[config.mk]
export PLATFORM = sky130hd
export DESIGN_NAME = pipeline_exec_ctrl
export DESIGN_NICKNAME = d
export VERILOG_FILES = /design/src/rtl/pipeline_exec_ctrl.sv
export SDC_FILE = /design/constraint.sdc
export NUM_CORES = 1
export LEC_CHECK = 0
export ABC_AREA = 1
export CORE_MARGIN = 3
export CORE_UTILIZATION = 50
export DETAILED_ROUTE_END_ITERATION = 12
export HOLD_SLACK_MARGIN = 0.02
export PLACE_DENSITY = 0.8
export REMOVE_ABC_BUFFERS = 1
export SYNTH_ARGS = -nofsm -noshare
export SYNTH_HDL_FRONTEND = slang
export SYNTH_SLANG_ARGS = --single-unit
[constraint.sdc]
create_clock -name clock_i -period 2.4 [get_ports clock_i]
set_input_delay 0.6 -clock clock_i [delete_from_list [all_inputs] [get_ports clock_i]]
set_output_delay 0.6 -clock clock_i [all_outputs]
set_load 0.005 [all_outputs]
[src/rtl/pipeline_exec_ctrl.sv]
// Execution controller for a simple in-order pipeline: run/step/abort command handling,
// halt-triggered drain of older instructions, and a saturating count of executed cycles.
module pipeline_exec_ctrl #(
   parameter int unsigned NB_CYCLE_CNT = 32,
   parameter int unsigned DRAIN_DEPTH  = 4
) (
   input  logic                    clock_i,
   input  logic                    reset_i,
   input  logic                    cmd_valid_i,
   input  logic [1:0]              cmd_i,
   output logic                    cmd_ready_o,
   input  logic                    halt_decoded_i,
   output logic                    pipe_enable_o,
   output logic                    fetch_hold_o,
   output logic                    done_o,
   output logic [2:0]              state_o,
   output logic [NB_CYCLE_CNT-1:0] cycle_count_o
);

   typedef enum logic [2:0] {
      StIdle  = 3'd0,
      StRun   = 3'd1,
      StStep  = 3'd2,
      StDrain = 3'd3,
      StDone  = 3'd4
   } state_e;

   localparam logic [1:0] CmdRun   = 2'b01;
   localparam logic [1:0] CmdStep  = 2'b10;
   localparam logic [1:0] CmdAbort = 2'b11;

   // Counter counts down to zero, so loading DEPTH-1 yields exactly DEPTH drain cycles.
   localparam logic [3:0] DrainLoad = 4'(DRAIN_DEPTH - 1);

   state_e                  state_q, state_d;
   logic [3:0]              drain_q, drain_d;
   logic [NB_CYCLE_CNT-1:0] cnt_q, cnt_d;

   logic cmd_acc;
   logic run_acc;
   logic step_acc;
   logic abort_acc;

   assign cmd_acc   = cmd_valid_i & cmd_ready_o;
   assign run_acc   = cmd_acc & (cmd_i == CmdRun);
   assign step_acc  = cmd_acc & (cmd_i == CmdStep);
   assign abort_acc = cmd_acc & (cmd_i == CmdAbort);

   always_ff @(posedge clock_i) begin
      if (reset_i) begin
         state_q <= StIdle;
         drain_q <= '0;
         cnt_q   <= '0;
      end else begin
         state_q <= state_d;
         drain_q <= drain_d;
         cnt_q   <= cnt_d;
      end
   end

   always_comb begin
      state_d = state_q;
      drain_d = drain_q;
      cnt_d   = cnt_q;

      if (abort_acc) begin
         cnt_d = '0;
      end else if (pipe_enable_o && !(&cnt_q)) begin
         cnt_d = cnt_q + NB_CYCLE_CNT'(1);
      end

      unique case (state_q)
         StIdle: begin
            if (run_acc) begin
               state_d = StRun;
            end else if (step_acc) begin
               state_d = StStep;
            end
         end
         StRun: begin
            // Abort wins over a halt decoded in the same cycle.
            if (abort_acc) begin
               state_d = StIdle;
            end else if (halt_decoded_i) begin
               state_d = StDrain;
               drain_d = DrainLoad;
            end
         end
         StStep: begin
            if (halt_decoded_i) begin
               state_d = StDrain;
               drain_d = DrainLoad;
            end else begin
               state_d = StIdle;
            end
         end
         StDrain: begin
            if (abort_acc) begin
               state_d = StIdle;
               drain_d = '0;
            end else if (drain_q == '0) begin
               state_d = StDone;
            end else begin
               drain_d = drain_q - 4'd1;
            end
         end
         StDone: begin
            if (abort_acc) begin
               state_d = StIdle;
            end
         end
         default: begin
            state_d = StIdle;
            drain_d = '0;
         end
      endcase
   end

   always_comb begin
      pipe_enable_o = 1'b0;
      fetch_hold_o  = 1'b0;
      done_o        = 1'b0;
      cmd_ready_o   = 1'b1;
      unique case (state_q)
         StIdle:  ;
         StRun:   pipe_enable_o = 1'b1;
         StStep: begin
            pipe_enable_o = 1'b1;
            cmd_ready_o   = 1'b0;
         end
         StDrain: begin
            pipe_enable_o = 1'b1;
            fetch_hold_o  = 1'b1;
         end
         StDone:  done_o = 1'b1;
         default: ;
      endcase
   end

   assign state_o       = state_q;
   assign cycle_count_o = cnt_q;

endmodule

Word level (Yosys, flattened, before mapping)

Cells that the tools add are included.

$add $sub $neg: 2
Equal/unequal tests: 13
Mux-type cells: 18
Bitwise gates (word level): 5
Reductions and logical operators: 10

Operators by type and width:

| kind                                             | count |
|---|---|
| adder 32 x 1 -> 32 bit, second input constant    | 1 |
| AND reduction 32 bit                             | 1 |
| two-way mux 3 bit                                | 7 |
| two-way mux 4 bit                                | 4 |
| one-hot mux 4 bit (4 select lines)               | 1 |
| one-hot mux 3 bit (5 select lines)               | 1 |
| inequality test 3 bit, second input constant     | 4 |
| == test 3 x 2 -> 1 bit, second input constant    | 2 |
| AND 1 bit                                        | 4 |
| == test 2 bit, second input constant             | 2 |
| zero test 4 bit                                  | 1 |
| two-way mux 1 bit                                | 4 |
| inequality test 2 bit, second input constant     | 2 |
| AND reduction 4 bit                              | 1 |
| OR reduction 2 bit                               | 2 |
| subtractor 4 x 1 -> 4 bit, second input constant | 1 |
| == test 3 x 1 -> 1 bit, second input constant    | 1 |
| == test 3 bit, second input constant             | 1 |
| zero test 3 bit                                  | 1 |
| AND reduction 3 bit                              | 1 |
| OR reduction 3 bit                               | 1 |
| == test 2 x 1 -> 1 bit, second input constant    | 1 |
| two-way mux 2 bit                                | 1 |
| logical AND 1 bit                                | 1 |
| 2 further kinds                                  | 2 |

Bits in registers: 39
Input bits: 6
Output and inout port bits: 39

Logic depth before layout (Yosys ltp)

Gate-level depths: netlist of run 1.

Word-level depth: 7
Gate-level depth with buffers: 11
Gate-level depth less buffers: 10

Worst setup path before layout of run 1

Ideal clock, no wire load.

Kind: flip-flop to flip-flop
From: reg cnt_q[0] (netlist: cycle_count_o[0])
To: reg cnt_q[11] (netlist: cycle_count_o[11])
Setup time: 0.132 ns
Arrival time: 1.652 ns
Required time: 2.268 ns
Slack: 0.616 ns
Stages on the path, launching flop included: 12
Period minus slack after synthesis: 1.784 ns
Cells stage by stage: dfxtp_1 ha_1 nand2_2 nor2_4 nand2_4 nor2_8 nand2_4 nand2_4 inv_2 buf_2 nand2_1 a21oi_1

Longest elaborated chain between the ends: 3

RTL lines:

| item                                                           | line | RTL |
|---|---|---|
| start: declaration                                             | 37   | `logic [NB_CYCLE_CNT-1:0] cnt_q, cnt_d;` |
| start signal: assignment                                       | 57   | `cnt_q <= cnt_d;` |
| branches (longest 3 deep; another with adder 32 x 1 -> 32 bit) | n/a  |  |

Parallel ways; which one is timed is not known.
A chain may end at the register's enable or synchronous reset.

Final worst setup path of run 1

From: reg state_q[1] (netlist: state_o[1])
To: out fetch_hold_o

Longest elaborated chain between the ends: 2

RTL lines:

| item                     | line | RTL |
|---|---|---|
| start: declaration       | 35   | `state_e state_q, state_d;` |
| start signal: assignment | 51   | `state_q <= StIdle;` |
| start signal: assignment | 55   | `state_q <= state_d;` |
| == test 3 x 2 -> 1 bit   | 124  | `unique case (state_q)` |
| two-way mux 1 bit        | 124  |  |
| end: declaration         | 14   | `output logic fetch_hold_o,` |

Every way passes these cells.

==> results by group, run 1 <==
Clocking
  – CTS tree: done
  – Clock-pin transition on the worst setup and hold timing paths: approximately 70 ps
  – Max Root-Sink Buffers: 2
  – CTS Buf Count: 5
  – Clk Tree Root Cell: clkbuf_8
  – Post-CTS setup buffer count: 0
  – # resized after CTS: 0
  – CTS H-Tree Depth: 2
  – Post-CTS Hold Fix Bufs: 0
  – CTS sink cnt: 39
  – Clk_lat worst skew: around 300 ps

Placement
  – Setup Slack @ Placement: around 290 ps
  – Final GP Congestion: 0.917
  – Placed cell area: ~3000 sq um
  – Post-DP HPWL: around 4.7 mm
  – IO buf count: 44

Floorplan
  – Core area: around 4800 sq um
  – Die width: just under 80 microns
  – Die Area: between 5000 and 6000 sq um
  – Initial core utilization: a little over half
  – Die Y: approximately 77 microns
  – # rows: 25
  – Ports: between 40 and 50

Synth
  – Dominant cell type by area after synthesis: dfxtp_1
  – Syn Area/Cell: approximately 6 sq um
  – Count leader, synth: nand2_1
  – Post-synthesis sequential area ratio: between 30 and 40%
  – Post-synth top cells: 157 x nand2_1, 82 x nor2_1, 43 x inv_1, 39 x dfxtp_1, 23 x a21oi_1
  – Ys Warns: 0
  – Synthesized area: between 2000 and 3000 sq um
  – Share of the synthesized area in the top cell type: 30.7%
  – Netlist cell types: 25
  – Post-synth top flop: dfxtp_1
  – Post-synth ARST share: 0%
  – Synth Instances: 428
  – EDFF count, synth: 0
  – Flops & latches, synth: 39
  – Top cells by area, synth: dfxtp_1 31%, nand2_1 23%, nor2_1 12%

GRT
  – Vias in the first global route: ~2.5k
  – Met3 Use GR: ~4.0%
  – Met1 usage: around 30%
  – GR Layer Usage met2: 35.8%
  – GRT busiest layer: met2
  – Total GRT Usage: 21.9%
  – Total gr overflow: 0
  – Pin count of the biggest net entering global routing: 24
  – First-pass GRT wire length: 10.9 mm
  – Initial antenna violation count: 0

Detailed routing
  – DRC Markers: 0
  – Via-to-Cell Ratio: between 5 and 6
  – Initial DRT Pass Iterations: 4
  – Routed WL: 6.15 mm
  – Drt wl/cell: 11.3 microns
  – ANT nets after route: 0
  – Via count: around 2.7k
  – DRT iter0 DRCs: ~190

Worst setup path
  – RR Startpoint: cycle_count_o[1]
  – Worst flop-to-flop path endpoint: cycle_count_o[12]
  – WP data arrival: around 1600 ps
  – Reg-to-reg slack, setup: between 300 and 400 ps
  – WS Path Type: register to primary output
  – Slowest-stage cell, CP: clkdlybuf4s50_1
  – Worst-path fanout max: 5
  – Delay-heaviest family, CP: buffers and inverters
  – CP Capture Type: primary output
  – Critical path required time: 1800 ps
  – Worst reg-to-reg path cell count: 10
  – CP max stage delay: roughly 560 ps
  – Critical Path Start Type: register
  – Crit path buffers/inverters: 1
  – Crit path launch: state_o[1]
  – CP Capture Point: fetch_hold_o
  – Critical path depth in cells: 3
  – CP Cell Sequence: nand2_1 > nor2_1 > clkdlybuf4s50_1

Outcome
  – Outcome: complete, no violations

Layout
  – Final nets: 484
  – Design area: roughly 3100 sq um
  – Share of layout cells above drive strength 1: 4.83%
  – FF/Latch Area: slightly below 800 sq um
  – N_diodes: 0
  – Multi-input gate area: 1540 sq um
  – Filler cell count: between 400 and 500
  – Fin util: between 60% and 70%
  – Synth-to-Final Area Change: 23.5%

Power and ir drop
  – Pwr Density: ~720 nW/um^2
  – Sequential Power Share: between 30% and 40%
  – Leak Pwr: approximately 1.2 nW
  – Clock network fraction of total power: a little over a fifth
  – NetSw: around 900 uW
  – Switch share: between 40% and 50%
  – Overall Power: 2.27 mW
  – Max VDD drop: 537 uV
  – Pint: around 1.3 mW
  – Combinational power share: about 44%

Timing
  – Fmax: 0.454 GHz
  – Fin. max-slew vios: 0
  – Worst slew margin: 74.1%
  – Setup tns final: 0 ps
  – Slew of the pin with the lowest slew margin: between 300 and 400 ps
  – Final worst slack: a little under 200 ps
  – Unrepaired setup endpoints after global routing: false
  – Final Cycle Share: approximately nine tenths
  – Clk_skew: approximately 5.7 ps
  – Post-layout min period: 2200 ps
  – Fin. Hold Viols: 0
  – Count of final setup violators: 0

Hold path
  – Hold Path Class: register to register

Run
  – Max-Cap Viols: 0
## power by group through the flow
stage / Clock (mW) / Combinational [mW] / Sequential, mW
after floorplan: 0 / 0.651 / 0.790
after global placement: 0 / 0.989 / 0.792
after detailed placement: 0 / 1.00 / 0.792
after CTS: 0.505 / 1.01 / 0.779
after global routing: 0.534 / 1.15 / 0.790
final: 0.491 / 1.00 / 0.779
## worst register-to-register path: stages (launching register included)
cell	delay, ps
dfxtp_1	400
ha_1	280
nand2_2	100
nor2_4	180
nand2_4	100
nor2_8	170
nand2_4	110
nand2_4	180
buf_4	230
nand2_1	70
a21oi_1	150
## per-stage QoR
step,hold slack [ps],std cells
floorplan,478,420
global placement,501,535
detailed placement,508,535
CTS,518,543
global route,545,543
finish,516,543
## state kept, by name (all words and copies together) (netlist names)
name,flops
drain_q,4
cycle_count_o,32
state_o,3
## area by class of cell
| type | instances | share of cell area [%] |
|---|---|---|
| Clock buffer | 8 | 3.19 |
| Sequential cell | 39 | 24.9 |
| Timing Repair Buffer | 48 | 15.0 |
| Inverter | 44 | 5.26 |
| Tap cell | 67 | 2.67 |
| Multi-Input combinational cell | 337 | 49.0 |
## metal layers
layer  routed length, microns  vias up  share of wire, %
li1                         -     1430                 -
met1                     3020     1218                49
met2                     2810       65                46
met3                      252        6               4.1
met4                       65        0               1.1
met5                        0        -                 0
## worst min path at each step
stage                    start    endpoint  slack, ps  cells after the start
finish              drain_q[1]  drain_q[1]        520                      2
global route        drain_q[1]  drain_q[1]        540                      2
CTS                 drain_q[1]  drain_q[1]        520                      2
detailed placement  drain_q[1]  drain_q[1]        510                      2
global placement    drain_q[1]  drain_q[1]        500                      2
floorplan           drain_q[1]  drain_q[1]        480                      2
## cell families after synthesis
| logic type | Yosys count | share of synthesized area, % |
|---|---|---|
| DFF | 39 | 30.7 |
| AOI/OAI and AO/OA | 32 | 6.59 |
| adders and majority gates | 3 | 1.48 |
| and+or+nand+nor | 286 | 47.0 |
| xor gates and xnor gates | 16 | 5.51 |
| buffers and inverters | 52 | 8.71 |
## layout by cell type, fill, tap and decap left out
master / instances
nand2_1: 157
nor2_1: 82
clkdlybuf4s50_1: 44
inv_1: 43
dfxtp_1: 39
a21oi_1: 23
nand3_1: 20
xor2_1: 11
nand4_1: 9
nor3_1: 7
clkbuf_8: 7
o21ai_0: 6
xnor2_1: 5
buf_4: 4
nor2_2: 3
nand2_4: 3
ha_1: 3
o21bai_1: 2
nand3_2: 1
nand2_2: 1
nor2_4: 1
nor2_8: 1
inv_2: 1
or2_2: 1
o31ai_1: 1
clkbuf_1: 1
Power figures use the tool's default switching activity.
==> inputs of run 2 (changes only) <==
--- a/config.mk
+++ b/config.mk
@@ -5,13 +5,14 @@
 export SDC_FILE = /design/constraint.sdc
 export NUM_CORES = 1
 export LEC_CHECK = 0
-export ABC_AREA = 1
 export CORE_MARGIN = 3
 export CORE_UTILIZATION = 50
 export DETAILED_ROUTE_END_ITERATION = 12
 export HOLD_SLACK_MARGIN = 0.02
-export PLACE_DENSITY = 0.8
+export PLACE_DENSITY = 0.83
+export RECOVER_POWER = 25
 export REMOVE_ABC_BUFFERS = 1
+export SLEW_MARGIN = 20
 export SYNTH_ARGS = -nofsm -noshare
 export SYNTH_HDL_FRONTEND = slang
 export SYNTH_SLANG_ARGS = --single-unit
==> run 2 against run 1 <==
Effect of this change: register-to-register slack got worse by 190 ps; worst setup slack got worse by 59 ps; hold slack got worse by 9.9 ps; fmax fell by 2.6%; non-clock buffer count rose by 5; largest power group is now registers.
==> results by group, run 2 <==
Detailed routing
  – Via-to-Cell Ratio: 5.89
  – Drt wl/cell: about 15 microns
  – Via count: around 2.1k
  – Routed WL: slightly above 5 mm
  – Initial DRT Pass Iterations: 4
  – DRT iter0 DRCs: roughly 120
  – ANT nets after route: 0
  – DRC Markers: 0

Placement
  – IO buf count: 44
  – Placed cell count: roughly 350
  – Placed cell area: about 2600 sq um
  – Post-DP HPWL: roughly 3.8 mm
  – Final GP Congestion: slightly below 0.9
  – Setup Slack @ Placement: approximately 190 ps

Timing
  – Count of final setup violators: 0
  – Final Cycle Share: ~94%
  – Clk_skew: ~9.8 ps
  – Setup tns final: 0 ps
  – Slew of the pin with the lowest slew margin: between 500 and 600 ps
  – Fin. Hold Viols: 0
  – Unrepaired setup endpoints after global routing: false
  – Post-layout min period: 2260 ps
  – Final worst slack: between 100 and 150 ps
  – Worst slew margin: between 60% and 70%
  – Fin. max-slew vios: 0
  – Fmax: between 0.4 and 0.5 GHz
  – WHS: a little over 500 ps

Layout
  – Share of layout cells above drive strength 1: just under 9%
  – Fin util: about two thirds
  – Final Non-Filler Cells: about 360
  – Max reg flops: 32
  – Final nets: around 310
  – N_diodes: 0
  – Synth-to-Final Area Change: 30.2%
  – Commonest cells after routing, fill and taps aside: 39 x dfxtp_1, 27 x a21oi_1, 27 x clkdlybuf4s50_1, 21 x nor2_1, 18 x nand2_1
  – Design area: ~2800 sq um
  – Commonest non-fill, non-tap cell in the layout: dfxtp_1

Synth
  – Dominant cell type by area after synthesis: dfxtp_1
  – Share of the synthesized area in the top cell type: between 30 and 40%
  – Post-synth top cells: 39 x dfxtp_1, 27 x a21oi_1, 21 x nor2_1, 18 x nand2_1, 13 x nand3_1
  – Syn Area/Cell: roughly 8.4 sq um
  – Post-synthesis sequential area ratio: a little over a third
  – Post-synth ARST share: 0%
  – Synth Instances: approximately 260
  – Flops & latches, synth: 39
  – Top cells by area, synth: dfxtp_1 37%, a21oi_1 6.3%, xnor2_1 4.9%
  – Synthesized area: about 2100 sq um
  – Count leader, synth: dfxtp_1
  – Post-synth top flop: dfxtp_1
  – Netlist cell types: slightly below 50
  – EDFF count, synth: 0
  – Ys Warns: 0

Worst setup path
  – Reg-to-reg slack, setup: roughly 180 ps
  – Worst reg-to-reg path cell count: 6
  – CP max stage delay: 470 ps
  – Crit path launch: state_o[0]
  – Delay-heaviest family, CP: buffers and inverters
  – Worst-path fanout max: 11
  – WS Path Type: register to primary output
  – Critical path required time: roughly 1800 ps
  – Slowest-stage cell, CP: clkdlybuf4s50_1
  – RR Startpoint: cycle_count_o[0]
  – WP data arrival: 1660 ps
  – Crit path buffers/inverters: 2
  – CP Capture Type: primary output
  – Worst flop-to-flop path endpoint: cycle_count_o[28]
  – CP Cell Sequence: buf_4 > or3_1 > clkdlybuf4s50_1
  – Critical Path Start Type: register

GRT
  – Vias in the first global route: roughly 2k
  – GRT busiest layer: met2
  – Met1 usage: a little over a quarter
  – GR Layer Usage met2: 37.4%
  – Met3 Use GR: about 4.6%
  – Total gr overflow: 0
  – First-pass GRT wire length: roughly 9.0 mm
  – Total GRT Usage: about a fifth
  – Pin count of the biggest net entering global routing: 19
  – Initial antenna violation count: 0

Floorplan
  – Core area: 4060 sq um
  – Die Y: slightly above 70 microns
  – Initial core utilization: 52.6%
  – Die Area: roughly 5100 sq um
  – Ports: 45
  – # rows: 23
  – Die width: 71.4 microns

Clocking
  – CTS Buf Count: 5
  – Max Root-Sink Buffers: 2
  – # resized after CTS: 0
  – Post-CTS Hold Fix Bufs: 0
  – Clk_lat worst skew: about 290 ps
  – Clock-pin transition on the worst setup and hold timing paths: ~80 ps
  – Post-CTS setup buffer count: 0
  – Clk Tree Root Cell: clkbuf_8
  – CTS tree: done
  – CTS H-Tree Depth: 2
  – CTS sink cnt: 39

Hold path
  – Hold Path Class: register to register
  – HP Start: drain_q[3]
  – Hold Path End: drain_q[3]
  – Worst hold stages: 1

Power and ir drop
  – Overall Power: 1.91 mW
  – Pwr Density: 689 nW/um^2
  – Leak Pwr: 0.943 nW
  – Max VDD drop: around 560 uV

Run
  – Max-Cap Viols: 0

Outcome
  – Outcome: complete, no violations
run 2: how the worst max path moves through the flow:
stage                              to  slack (ps)  depth (start not counted)
floorplan           cycle_count_o[30]         250                          5
global placement           state_o[1]         240                          6
detailed placement         state_o[1]         190                          6
CTS                       cmd_ready_o         140                          3
global route        cycle_count_o[28]          30                          6
finish                    cmd_ready_o         140                          3
run 2: power breakdown:
| part | total [mW] | switching, mW | internal [mW] |
|---|---|---|---|
| Clock | 0.647 | 0.232 | 0.416 |
| Combinational | 0.529 | 0.271 | 0.258 |
| Sequential | 0.738 | 0.0461 | 0.692 |
run 2: worst reg2reg max path: stages, from the launching register on:
cell and delay, ps:
dfxtp_1 430, ha_1 250, and4_1 230, nand2_1 240, nand4b_1 440, or3_1 410, a21oi_1 160
run 2: final cells by class:
class / instances / area (sq um)
clock buffers: 6 / 72.6
repair buffers: 53 / 508
clock inverters: 2 / 60.1
fillers: 320 / 1280
multi-input cells: 197 / 1270
inverters: 8 / 30.0
well taps: 50 / 62.6
flip-flops and latches: 39 / 781
run 2: metal layers:
layer  share of wire (%)  wire length [microns]
met4                 1.1                     57
met1                  46                   2410
met2                  49                   2530
met3                 3.9                    203
met5                   0                      0
run 2: cell families (layout without fill, tap and decap cells):
family	Yosys count	after routing	share of synthesized area, %
AND/OR/NAND/NOR	107	107	29.3
AO/OA/AOI/OAI	72	72	22.0
flip-flops	39	39	36.6
buffers and inverters	19	69	4.16
XOR/XNOR	14	14	5.74
adder cells (fa/ha/maj)	3	3	1.76
multiplexers	1	1	0.469
